File: config.mk
export PLATFORM = sky130hd
export DESIGN_NAME = ram_share_arb
export DESIGN_NICKNAME = d
export VERILOG_FILES = /design/src/rtl/ram_share_arb_pkg.sv /design/src/rtl/rd_tag_pipe.sv /design/src/rtl/ram_share_arb.sv
export SDC_FILE = /design/constraint.sdc
export NUM_CORES = 1
export LEC_CHECK = 0
export CAP_MARGIN = 5
export CORE_MARGIN = 1.5
export CORE_UTILIZATION = 43
export CTS_BUF_LIST = sky130_fd_sc_hd__clkbuf_4
export CTS_CLUSTER_SIZE = 40
export DETAILED_ROUTE_END_ITERATION = 12
export PLACE_DENSITY_LB_ADDON = 0.12
export SLEW_MARGIN = 20
export SYNTH_ARGS = -nofsm -noshare
export SYNTH_HDL_FRONTEND = slang
export SYNTH_SLANG_ARGS = --single-unit
File: constraint.sdc
create_clock -name sys_clk -period 2.2 [get_ports sys_clk]
set_input_delay 0.22 -clock sys_clk [delete_from_list [all_inputs] [get_ports sys_clk]]
set_output_delay 0.22 -clock sys_clk [all_outputs]
set_load 0.005 [all_outputs]
File: src/rtl/ram_share_arb_pkg.sv
// Shared definitions for the RAM demo blocks: FSM encodings, read-tag layout,
// and default RAM geometry.
package ram_share_arb_pkg;
  localparam int ADDR_W_DEF = 5;
  localparam int DATA_W_DEF = 8;

  localparam logic [1:0] ST_IDLE = 2'd0;
  localparam logic [1:0] ST_OWN0 = 2'd1;
  localparam logic [1:0] ST_OWN1 = 2'd2;

  typedef struct packed {
    logic vld;
    logic owner;
  } rd_tag_t;
endpackage

File: src/rtl/rd_tag_pipe.sv
// Fixed-length delay line carrying {valid, owner} read tags alongside the RAM
// read latency; async reset drops every tag in flight.
module rd_tag_pipe
  import ram_share_arb_pkg::*;
#(
  parameter int LEN = 2
) (
  input  logic    clk_i,
  input  logic    rst_ni,
  input  rd_tag_t tag_i,
  output rd_tag_t tag_o,
  output logic    any_vld_o
);
  rd_tag_t [LEN-1:0] stg_q;

  always_ff @(posedge clk_i or negedge rst_ni) begin
    if (!rst_ni) begin
      stg_q <= '0;
    end else begin
      stg_q[0] <= tag_i;
      for (int i = 1; i < LEN; i++) stg_q[i] <= stg_q[i-1];
    end
  end

  always_comb begin
    any_vld_o = 1'b0;
    for (int i = 0; i < LEN; i++) any_vld_o = any_vld_o | stg_q[i].vld;
  end

  assign tag_o = stg_q[LEN-1];
endmodule

File: src/rtl/ram_share_arb.sv
// Round-robin, burst-bounded arbiter sharing one single-port RAM between two
// masters; registered RAM port, read data steered back by owner tag.
module ram_share_arb
  import ram_share_arb_pkg::*;
#(
  parameter int ADDR_W    = ADDR_W_DEF,
  parameter int DATA_W    = DATA_W_DEF,
  parameter int RD_LAT    = 1,
  parameter int MAX_BURST = 8
) (
  input  logic              sys_clk,
  input  logic              sys_rst,
  input  logic              m0_req,
  input  logic              m0_we,
  input  logic [ADDR_W-1:0] m0_addr,
  input  logic [DATA_W-1:0] m0_wdata,
  input  logic              m1_req,
  input  logic              m1_we,
  input  logic [ADDR_W-1:0] m1_addr,
  input  logic [DATA_W-1:0] m1_wdata,
  output logic              m0_gnt,
  output logic              m1_gnt,
  output logic              m0_rvalid,
  output logic [DATA_W-1:0] m0_rdata,
  output logic              m1_rvalid,
  output logic [DATA_W-1:0] m1_rdata,
  output logic              ram_en,
  output logic              ram_we,
  output logic [ADDR_W-1:0] ram_addr,
  output logic [DATA_W-1:0] ram_wr_data,
  input  logic [DATA_W-1:0] ram_rd_data,
  output logic              busy
);
  // One bit wider than 4 so that MAX_BURST=16 is actually reachable.
  localparam int                BCNT_W = 5;
  localparam logic [BCNT_W-1:0] BMAX   = BCNT_W'(MAX_BURST);
  localparam logic [BCNT_W-1:0] BONE   = BCNT_W'(1);

  logic [1:0]        state_q, state_d;
  logic              rr_q, rr_d;
  logic [BCNT_W-1:0] bcnt_q, bcnt_d;
  logic              g0, g1, gnt_any;
  logic              en_q, we_q, rv0_q, rv1_q;
  logic [ADDR_W-1:0] addr_q;
  logic [DATA_W-1:0] wd_q, rd0_q, rd1_q;
  logic              win_we;
  rd_tag_t           tag_in, tag_out;
  logic              pipe_busy;

  always_comb begin
    state_d = state_q;
    rr_d    = rr_q;
    bcnt_d  = bcnt_q;
    g0      = 1'b0;
    g1      = 1'b0;
    case (state_q)
      ST_IDLE: begin
        // rr names the last owner, so a tie goes to the other master.
        if (m0_req && (!m1_req || rr_q)) begin
          g0 = 1'b1; state_d = ST_OWN0; bcnt_d = BONE;
        end else if (m1_req) begin
          g1 = 1'b1; state_d = ST_OWN1; bcnt_d = BONE;
        end
      end
      ST_OWN0: begin
        if (m0_req && (!m1_req || bcnt_q < BMAX)) begin
          g0 = 1'b1;
          if (bcnt_q < BMAX) bcnt_d = bcnt_q + BONE;
        end else if (m1_req) begin
          g1 = 1'b1; state_d = ST_OWN1; bcnt_d = BONE; rr_d = 1'b0;
        end else begin
          state_d = ST_IDLE; bcnt_d = '0; rr_d = 1'b0;
        end
      end
      ST_OWN1: begin
        if (m1_req && (!m0_req || bcnt_q < BMAX)) begin
          g1 = 1'b1;
          if (bcnt_q < BMAX) bcnt_d = bcnt_q + BONE;
        end else if (m0_req) begin
          g0 = 1'b1; state_d = ST_OWN0; bcnt_d = BONE; rr_d = 1'b1;
        end else begin
          state_d = ST_IDLE; bcnt_d = '0; rr_d = 1'b1;
        end
      end
      default: state_d = ST_IDLE;
    endcase
  end

  assign gnt_any = g0 | g1;
  assign win_we  = g1 ? m1_we : m0_we;

  always_ff @(posedge sys_clk or negedge sys_rst) begin
    if (!sys_rst) begin
      state_q <= ST_IDLE;
      rr_q    <= 1'b1;
      bcnt_q  <= '0;
      en_q    <= 1'b0;
      we_q    <= 1'b0;
      addr_q  <= '0;
      wd_q    <= '0;
    end else begin
      state_q <= state_d;
      rr_q    <= rr_d;
      bcnt_q  <= bcnt_d;
      en_q    <= gnt_any;
      we_q    <= gnt_any & win_we;
      if (gnt_any) begin
        addr_q <= g1 ? m1_addr  : m0_addr;
        wd_q   <= g1 ? m1_wdata : m0_wdata;
      end
    end
  end

  assign tag_in.vld   = gnt_any & ~win_we;
  assign tag_in.owner = g1;

  rd_tag_pipe #(.LEN(RD_LAT + 1)) u_tag_pipe (
    .clk_i     (sys_clk),
    .rst_ni    (sys_rst),
    .tag_i     (tag_in),
    .tag_o     (tag_out),
    .any_vld_o (pipe_busy)
  );

  // Tag exit lines up with ram_rd_data being valid for that read.
  always_ff @(posedge sys_clk or negedge sys_rst) begin
    if (!sys_rst) begin
      rv0_q <= 1'b0;
      rv1_q <= 1'b0;
      rd0_q <= '0;
      rd1_q <= '0;
    end else begin
      rv0_q <= tag_out.vld & ~tag_out.owner;
      rv1_q <= tag_out.vld &  tag_out.owner;
      if (tag_out.vld && !tag_out.owner) rd0_q <= ram_rd_data;
      if (tag_out.vld &&  tag_out.owner) rd1_q <= ram_rd_data;
    end
  end

  assign m0_gnt      = g0;
  assign m1_gnt      = g1;
  assign m0_rvalid   = rv0_q;
  assign m1_rvalid   = rv1_q;
  assign m0_rdata    = rd0_q;
  assign m1_rdata    = rd1_q;
  assign ram_en      = en_q;
  assign ram_we      = we_q;
  assign ram_addr    = addr_q;
  assign ram_wr_data = wd_q;
  assign busy        = en_q | pipe_busy;
endmodule
==> run metrics <==
Top delay family on crit path=flip-flops; Arr. time, crit path=2.04 ns; synthesized flop and latch total=45; Num CTS Buffers=5; Die ar.=5560 um2; Worst VDD drop=0.000810 V; worst path bufs/invs=4; met2 Use GR=0.336; fmax=0.442 GHz; share of cells above drive strength 1=0.237; max-cap violation count=0; Pins Over Slew Limit=0; Synth top cells by count=dfrtp_1, o21ai_0, mux2_2; Power Density=1320 nW/um2; routed len/inst=15.2 um; Congestion Overflow GR=0; worst slew pin tran=0.563 ns; Synth area leader=dfrtp_1; CP cell instances=buf_6, buf_6, ha_4, nor3b_4, a2111oi_4, or2_1, inv_2, buf_2; most common cell in the netlist=dfrtp_1; crit start category=register; Synthesis Warnings=0; iteration count of the initial detailed-routing pass=4; main flop type after synthesis=dfrtp_1; r2r worst-path depth=9; area grow syn2layout=50.7%; GR Layer Usage met3=0.0474; Max clock buf depth=2; CTS clk-pin slew, worst paths=0.15 ns; total negative slack=-0.0625 ns; Core ar.=4820 um2; H-tree Lvls=2; Clock Latency Late Sink=0.36 ns; EDFF count, synth=0; CTS tree=yes; placed inst area=3080 um2; unrepaired setup endpoints after global routing=yes; Tcrit/Tclk final=1.03; vias per cell=5.34; mapped cell area=2200 um2; sequential area share after synthesis=0.512; Reg area=1130 um2; largest net degree at the start of global routing=46; Leak=1.37 nW; Hold Path Depth=0; initial antenna violation count=0; GRT busiest layer=met2; final design utilization=0.689; chip height=74.6 um; Yosys cell types=46; final net count=348; CP required=1.98 ns; via count=1,980; clk_skew=0.0134 ns; IO Count=76; top cell type's share of synthesized area=0.500; Slew headroom=0.625; status=complete, but fails checks; area of the multi-input gates=1030 um2; DRC viols=0; Chip Width=74.6 um; RePlAce Congestion=0.850; FP Rows=25; Hold Vio Cnt, Final=0; grt met1 use=0.265; initial drt markers=115; vias in the first global route=1,880; Root Driver=clkbuf_4; gr usage total=0.208; Post-Route WL=5.63 mm; Post-synth ARST share=1.00; Sink Count=45; Hold/Removal Path Class=register to register; final setup fails=1; Starting Density=0.457; Port-buffer cells=75; Final WS setup=-0.0625 ns; CP max stage delay=0.42 ns; slowest CP cell=dfrtp_1; CP Capture Type=output port; design area=3320 um2; DPL Wire Length=3.91 mm; crit path kind=register to output port; Post-Syn Instances=208; failing checks=setup timing; Fill cells=390; ranking of synthesized cells by area=dfrtp_1, mux2_2, o21ai_0, a31oi_1, nor3_1; Final Critical Period=2.26 ns; post-synthesis area per instance=10.6 um2; Antenna Cells=0; Antenna Nets Post-Route=0; first-pass GRT wire length=8.67 mm; critical path's most frequent cell=buf_6; Synth Net Count=253; cell depth of the worst setup path=8; CP Max Fanout=3
-- cells in the final DEF (no fill, tap or decap), types with 2 or more instances in the layout --
cell type        count
nand2_1              5
mux2_2              17
a31oi_1             13
mux2i_1              2
inv_1                5
o22ai_1              2
buf_4               26
buf_6                2
dfrtp_1             43
nand3_1             14
a21oi_1              8
clkdlybuf4s50_1     72
buf_2                2
nor2b_1              2
nor2_1               9
o21ai_0             17
clkbuf_4             5
ha_4                 4
nand2b_1             4
inv_2                2
nor3_1              14
-- logic make-up (layout without fill, tap and decap cells) --
logic type               after synthesis  in the layout  share of synthesized area
AO/OA/AOI/OAI                         54             54                      0.157
adder cells (fa/ha/maj)                5              5                     0.0284
AND/OR/NAND/NOR                       60             60                      0.147
multiplexers                          19             19                     0.0960
buffers and inverters                 24            120                     0.0557
flip-flops                            45             45                      0.512
XOR/XNOR                               1              1                    0.00398
-- sequential cells by signal, indices dropped and copies added (netlist names) --
register          flops
m0_rdata              8
m1_rdata              8
ram_wr_data           8
bcnt_q                5
ram_addr              5
state_q               2
u_tag_pipe.stg_q      2
u_tag_pipe.tag_o      2
m0_rvalid             1
m1_rvalid             1
ram_en                1
ram_we                1
rr_q                  1
-- power by group --
| part | switching [mW] | internal, mW | total [mW] | leakage [nW] |
|---|---|---|---|---|
| registers | 0.202 | 1.21 | 1.42 | 0.542 |
| logic | 1.02 | 1.42 | 2.44 | 0.790 |
| clock network | 0.278 | 0.236 | 0.514 | 0.0389 |
| total | 1.50 | 2.87 | 4.37 | 1.37 |
-- through the flow --
step           power (mW)  hold slack, ns  cells  worst slack [ns]
2_1_floorplan        2.52         -0.0756    208             0.249
3_3_place_gp         3.57           0.336    353            0.0372
5_1_grt              4.67           0.378    371            -0.147
3_5_place_dp         3.62           0.335    353            0.0100
4_1_cts              4.32           0.378    368           0.00454
6_report             4.37           0.384    371           -0.0625
-- metal layers --
layer	wire (um)	vias up	part of all wire
met4	74	0	0.013
met2	2700	61	0.48
met3	318	8	0.056
met5	0	-	0
met1	2530	966	0.45
li1	-	945	-
-- final cells by class --
class	count	share of cell area
clock inverters	3	0.0124
clock buffers	5	0.0113
well taps	67	0.0253
flip-flops and latches	45	0.340
inverters	8	0.00980
multi-input cells	139	0.311
repair buffers	104	0.290
-- path summary, 6_finish.rpt --
| kind | startpoint | end | slack [ns] |
|---|---|---|---|
| worst max-delay path | state_q[1] | m1_gnt | -0.06 |
| worst min-delay path | u_tag_pipe.stg_q[0] | u_tag_pipe.tag_o[0] | 0.38 |
| worst max register to register | state_q[1] | ram_addr[2] | 0.15 |
| worst min register to register | u_tag_pipe.stg_q[0] | u_tag_pipe.tag_o[0] | 0.38 |
| max in group asynchronous | sys_rst | state_q[0] | 1.33 |
| min in group asynchronous | sys_rst | m1_rdata[3] | 0.45 |
-- timing repair --
item / in CTS / in global routing
setup endpoints to repair: 2 / 2
resized for setup: 26 / 3
setup buffers: 6 / 3
pin swaps: 4 / 2
hold endpoints to repair: 44 / 0
hold buffers: 1 / 0
No activity file was read; power rests on OpenSTA's default activity.
